**src/rtl/dmem_ready_ctrl.sv**
```systemverilog
// Data-memory responder between the MEM stage and a variable-latency backing
// memory. Each pipeline access is turned into one request/acknowledge
// transaction on the bm_* side. mem_ready stays low until that transaction
// completes or the watchdog aborts it.
module dmem_ready_ctrl #(
  parameter int ADDR_W  = 32,
  parameter int DATA_W  = 32,
  parameter int TIMEOUT = 64
) (
  input  logic              clock,
  input  logic              reset,
  input  logic              mem_read,
  input  logic              mem_write,
  input  logic [ADDR_W-1:0] addr,
  input  logic [DATA_W-1:0] wdata,
  output logic [DATA_W-1:0] rdata,
  output logic              mem_ready,
  output logic              mem_err,
  output logic              bm_req,
  output logic              bm_we,
  output logic [ADDR_W-1:0] bm_addr,
  output logic [DATA_W-1:0] bm_wdata,
  input  logic              bm_ack,
  input  logic [DATA_W-1:0] bm_rdata
);

  typedef enum logic [1:0] {
    IDLE = 2'd0,
    REQ  = 2'd1,
    DONE = 2'd2
  } state_t;

  // Last wait-counter value before the watchdog fires. With this value,
  // bm_req is high for exactly TIMEOUT cycles.
  localparam logic [7:0] TO_LAST = 8'(TIMEOUT - 1);

  state_t     state;
  state_t     state_next;
  logic [7:0] cnt;
  logic       err;
  logic       access;
  logic       timeout_hit;

  // A write wins when both requests are asserted together.
  assign access      = mem_read | mem_write;
  assign timeout_hit = (cnt == TO_LAST) && !bm_ack;
  assign mem_err     = (state == DONE) && err;

  // State register.
  always_ff @(posedge clock or negedge reset) begin
    if (!reset) begin
      state <= IDLE;
    end else begin
      state <= state_next;
    end
  end

  // Next-state and stall logic. mem_ready depends only on state and on the
  // pipeline requests, never on bm_ack.
  always_comb begin
    state_next = state;
    mem_ready  = 1'b0;
    case (state)
      IDLE: begin
        mem_ready = !access;
        if (access) begin
          state_next = REQ;
        end
      end
      REQ: begin
        if (bm_ack || timeout_hit) begin
          state_next = DONE;
        end
      end
      DONE: begin
        mem_ready  = 1'b1;
        state_next = IDLE;
      end
      default: begin
        state_next = IDLE;
      end
    endcase
  end

  // Backing-memory request registers, wait counter, load data and error flag.
  // In REQ, bm_we doubles as the read/write indicator of the access in flight.
  always_ff @(posedge clock or negedge reset) begin
    if (!reset) begin
      bm_req   <= 1'b0;
      bm_we    <= 1'b0;
      bm_addr  <= '0;
      bm_wdata <= '0;
      rdata    <= '0;
      err      <= 1'b0;
      cnt      <= 8'd0;
    end else begin
      case (state)
        IDLE: begin
          if (access) begin
            bm_req   <= 1'b1;
            bm_we    <= mem_write;
            bm_addr  <= addr;
            bm_wdata <= wdata;
            cnt      <= 8'd0;
          end
        end
        REQ: begin
          if (bm_ack) begin
            if (!bm_we) begin
              rdata <= bm_rdata;
            end
            bm_req <= 1'b0;
            bm_we  <= 1'b0;
          end else if (timeout_hit) begin
            if (!bm_we) begin
              rdata <= '0;
            end
            bm_req <= 1'b0;
            bm_we  <= 1'b0;
            err    <= 1'b1;
          end else begin
            cnt <= cnt + 8'd1;
          end
        end
        DONE: begin
          err <= 1'b0;
        end
        default: begin
          err <= 1'b0;
        end
      endcase
    end
  end

endmodule
```
**config.mk**
```make
export PLATFORM = sky130hd
export DESIGN_NAME = dmem_ready_ctrl
export DESIGN_NICKNAME = d
export VERILOG_FILES = /design/src/rtl/dmem_ready_ctrl.sv
export SDC_FILE = /design/constraint.sdc
export NUM_CORES = 1
export LEC_CHECK = 0
export ABC_AREA = 1
export CAP_MARGIN = 20
export CORE_UTILIZATION = 42
export DETAILED_ROUTE_END_ITERATION = 12
export PLACE_DENSITY = 0.89
export SLEW_MARGIN = 25
export SYNTH_ARGS = -nofsm -noshare
export SYNTH_HDL_FRONTEND = slang
export SYNTH_SLANG_ARGS = --single-unit
```
**constraint.sdc**
```tcl
create_clock -name clock -period 1.78 [get_ports clock]
set_clock_uncertainty 0.05 [all_clocks]
set_input_delay 0.356 -clock clock [delete_from_list [all_inputs] [get_ports clock]]
set_output_delay 0.356 -clock clock [all_outputs]
set_load 0.01 [all_outputs]
```
### Word level (Yosys, flattened, before mapping)

Index checks and enable logic that the tools add are counted.

* bits in registers: 109
* input port bits: 101
* output and inout bits: 100
* word-level logic and storage cells: 57

* add/subtract/negate cells: 1
* eq/ne operators: 11
* mux-type cells: 21
* bitwise logic cells: 2
* reductions and logical operators: 14

Operators by type and width (number)
* $mux W32: 4
* $mux W8: 3
* $pmux W8 S2: 1
* $ne A2 B2 Y1 const B: 7
* $add A8 B1 Y8 const B: 1
* $eq A8 B6 Y1 const B: 1
* $pmux W1 S2: 4
* $reduce_and A4 Y1: 2
* $mux W1: 6
* $reduce_and A3 Y1: 2
* $mux W2: 2
* $pmux W2 S2: 1
* $reduce_and A2 Y1: 2
* $reduce_bool A2 Y1: 2
* $ne A3 B3 Y1 const B: 1
* $eq A2 B1 Y1 const B: 1
* $eq A2 B2 Y1 const B: 1
* $logic_and A1 B1 Y1: 2
* $logic_not A1 Y1: 2
* $logic_not A2 Y1: 1
* $logic_or A1 B1 Y1: 1
* $not A1 Y1: 1
* $or A1 B1 Y1: 1

### Longest topological paths before layout

* depth after elaboration: 5
* mapped depth: 9
* gate-level depth less buffers: 8

### Worst setup path after synthesis

Ideal clock, no wire load.

* path type: reg2reg
* start: register cnt[0]
* end: register rdata[0]
* library setup time: 117 ps
* data arrival time: 1298 ps
* required time: 1613 ps
* slack: 315 ps
* stages on the path, launching flop included: 10
* cell sequence: dfrtp_1 > ha_1 > nand2_2 > nor2_4 > nand3_2 > nand2_4 > nand3_4 > buf_6 > nand2_1 > nand2_1

* cells in the longest elaborated chain, start to end: 4
* elaborated cells on any way between the ends: 5

RTL lines
* from (decl): RTL line 39 `logic [7:0] cnt;`
* from (signal assigned): RTL line 122 `cnt <= cnt + 8'd1;`
* $eq A8 B6 Y1 *: RTL line 46 `assign timeout_hit = (cnt == TO_LAST) && !bm_ack;`
* $logic_and A1 B1 Y1 *: RTL line 46
* $ne A2 B2 Y1 (no line) / $reduce_bool A2 Y1 (equally long branches)
* $reduce_and A4 Y1 (no line) *
* to (signal assigned): RTL line 110 `rdata <= bm_rdata;`
* to (decl): RTL line 16 `output logic [DATA_W-1:0] rdata,`

Every way passes the cells marked *; elsewhere a longest branch is shown, timed or not.
A chain may end at the register's enable or synchronous reset.

### Final worst setup path

* start: register bm_addr[10]
* end: output bm_addr[10]

RTL lines
* from (decl): RTL line 21 `output logic [ADDR_W-1:0] bm_addr,`
* from (signal assigned): RTL line 102 `bm_addr <= addr;`

No word-level cell between the ends.

==> results_dict.tcl <==
set metrics [dict create \
    nNetsFinal 821 \
    synth-edff-count 0 \
    power_density_nw_per_um2 1649 \
    p_leak_uw 0.003450 \
    placed_area_um2 6754 \
    die_area_um2 11260 \
    crit_family "buffers and inverters" \
    grt_usage_pct 21.99 \
    num_vias 4209 \
    routed_via_density 4.894 \
    design_area_um2 7046 \
    drive_gt1_share_pct 9.254 \
    tightest_slew_ps 328.9 \
    ant_nets 0 \
    tns_ps 0 \
    antenna_found_initial 0 \
    worstPathBufferInverterCount 1 \
    synth_cell_types 23 \
    die_h_um 106.1 \
    cts.sinks 109 \
    cts_root_buf "clkbuf_8" \
    wire_per_inst_um 14.12 \
    holdWs_ps 369.4 \
    synth-main-ff-cell "dfrtp_1" \
    antenna_cells 0 \
    drv_cap 0 \
    synth_area_um2 4553 \
    ys_seq_area_share_pct 59.91 \
    crit_arrival_ps 1300 \
    grt_overflow 0 \
    utilization_pct 67.64 \
    maxSlewViolCount 0 \
    drc 0 \
    first_iter_violations 329 \
    syn2layout_area_growth_pct 54.74 \
    max_stage_delay_ps 570 \
    synth_most_common_cell "nand2_1" \
    core-area_um2 10420 \
    clock.fmax_ghz 0.5866 \
    cts.path.max_buffers 2 \
    fin_crit_sh_pct 95.77 \
    clock_latency_ps 350 \
    worstSetupPathType "reg2out" \
    path_cells "clkdlybuf4s50_1" \
    fp-row-count 37 \
    yosys.area.top_type "dfrtp_1" \
    peakVddDrop_mv 0.8358 \
    start_util_pct 43.71 \
    cts_tree "built" \
    rsz0062_at_grt "no" \
    hp-class "in2async" \
    pin_count 201 \
    synth_nets 622 \
    grt_pass1_wl_um 19640 \
    crit_required_ps 1370 \
    portBuffers 200 \
    ys_ff_latch 109 \
    grt_pass1_vias 4251 \
    syn_inst 520 \
    grt_max_degree 53 \
    die_w_um 106.1 \
    drt-total-wl_um 12140 \
    ys_top_cells_by_area "dfrtp_1, nand2_1, nand4_1" \
    fin_crit_ps 1705 \
    worstSetupStartpointType "register" \
    worst_path_max_delay_cell "clkdlybuf4s50_1" \
    end_kind "output pin" \
    drt_pre_antenna_iters 4 \
    cts_inserted_buffers 9 \
    yosys_warnings 0 \
    syn_area_per_cell_um2 8.756 \
    dp_hpwl_um 8782 \
    place.gp.congestion 0.8488 \
    synthTopCellsByCount "nand2_1, dfrtp_1, nand4_1" \
    path_clk_slew_ps 100 \
    cts_max_level 3 \
    synth_top_area_share_pct 59.91 \
    maxSlewHeadroom_pct 78.07 \
    hold_violations 0 \
    status "completed" \
    async_reset_ff_share_pct 100.0 \
    setup_viol 0 \
    critical_path_peak_fanout 2 \
    r2r_slack_ps 150 \
]
[layout make-up]
class                           instances  area (um2)
Clock buffer                           10       137.6
Clock inverter                          6       108.9
Fill cell                             781        3371
Inverter                               14       52.55
Multi-Input combinational cell        368        1635
Sequential cell                       109        2728
Tap cell                              136       170.2
Timing Repair Buffer                  217        2213
[flip-flops by register name, summed over array words and instances (netlist names)]
name      flops
bm_addr      32
bm_wdata     32
rdata        32
cnt           8
state         2
bm_req        1
bm_we         1
err           1
[placed cells by master (no fill, tap or decap), types with 2 or more instances in the layout]
cell type / count
nand2_2: 21
nor2_4: 2
nor2_1: 10
nand2_1: 274
clkbuf_8: 10
nand3_2: 3
dfrtp_1: 109
clkinv_2: 2
inv_1: 11
buf_12: 7
bufinv_16: 3
buf_4: 10
nand3_1: 14
inv_2: 3
nand4_1: 33
clkdlybuf4s50_1: 196
o21bai_1: 2
[final timing paths]
kind | start | endpoint | cells after the start
worst max-delay path | bm_addr[10] | bm_addr[10] | 1
worst min-delay path | reset | bm_addr[26] | 2
worst max register to register | cnt[1] | rdata[5] | 9
worst min register to register | bm_addr[6] | bm_addr[6] | 2
max in group asynchronous | reset | bm_we | 3
min in group clock | bm_addr[6] | bm_addr[6] | 2
[routing by layer]
| metal | up-vias | part of all wire (%) | GRT usage (%) |
|---|---|---|---|
| li1 | 2017 | - | - |
| met4 | 0 | 1.5 | 7.837 |
| met3 | 16 | 7.6 | 5.518 |
| met5 | - | 0 | 0 |
| met2 | 168 | 50 | 37.34 |
| met1 | 2008 | 41 | 27.13 |
[stage by stage]
stage                     total power [uW]  std cells  worst slack (ps)
final                                11620        860             75.30
after floorplan                       6751        520             314.8
after detailed placement              9866        840            -359.2
after global placement                9657        840            -322.4
after global routing                 12420        860             16.68
after CTS                            11700        858             5.599
[cell families after synthesis]
kind of cell	after synthesis	synth area share [%]
adder cells (fa/ha/maj)	1	0.2748
AND/OR/NAND/NOR	363	34.63
buffers and inverters	43	4.644
flip-flops	109	59.91
AO/OA/AOI/OAI	4	0.5495
[report_power, final]
part | switching, uW | internal [uW] | total [uW]
Sequential | 657 | 3580 | 4240
Combinational | 2740 | 2860 | 5610
Clock | 798 | 974 | 1770
Total | 4200 | 7420 | 11600
[timing repair]
| item | in CTS | in global routing |
|---|---|---|
| resized for setup | 6 | 3 |
| pin swaps | 1 | 0 |
| endpoints found under the setup margin | 2 | 26 |
| hold buffers | 1 | 0 |
| buffers inserted | 1 | 2 |
| hold endpoints to repair | 14 | 0 |
No activity file was read; power rests on OpenSTA's default activity.
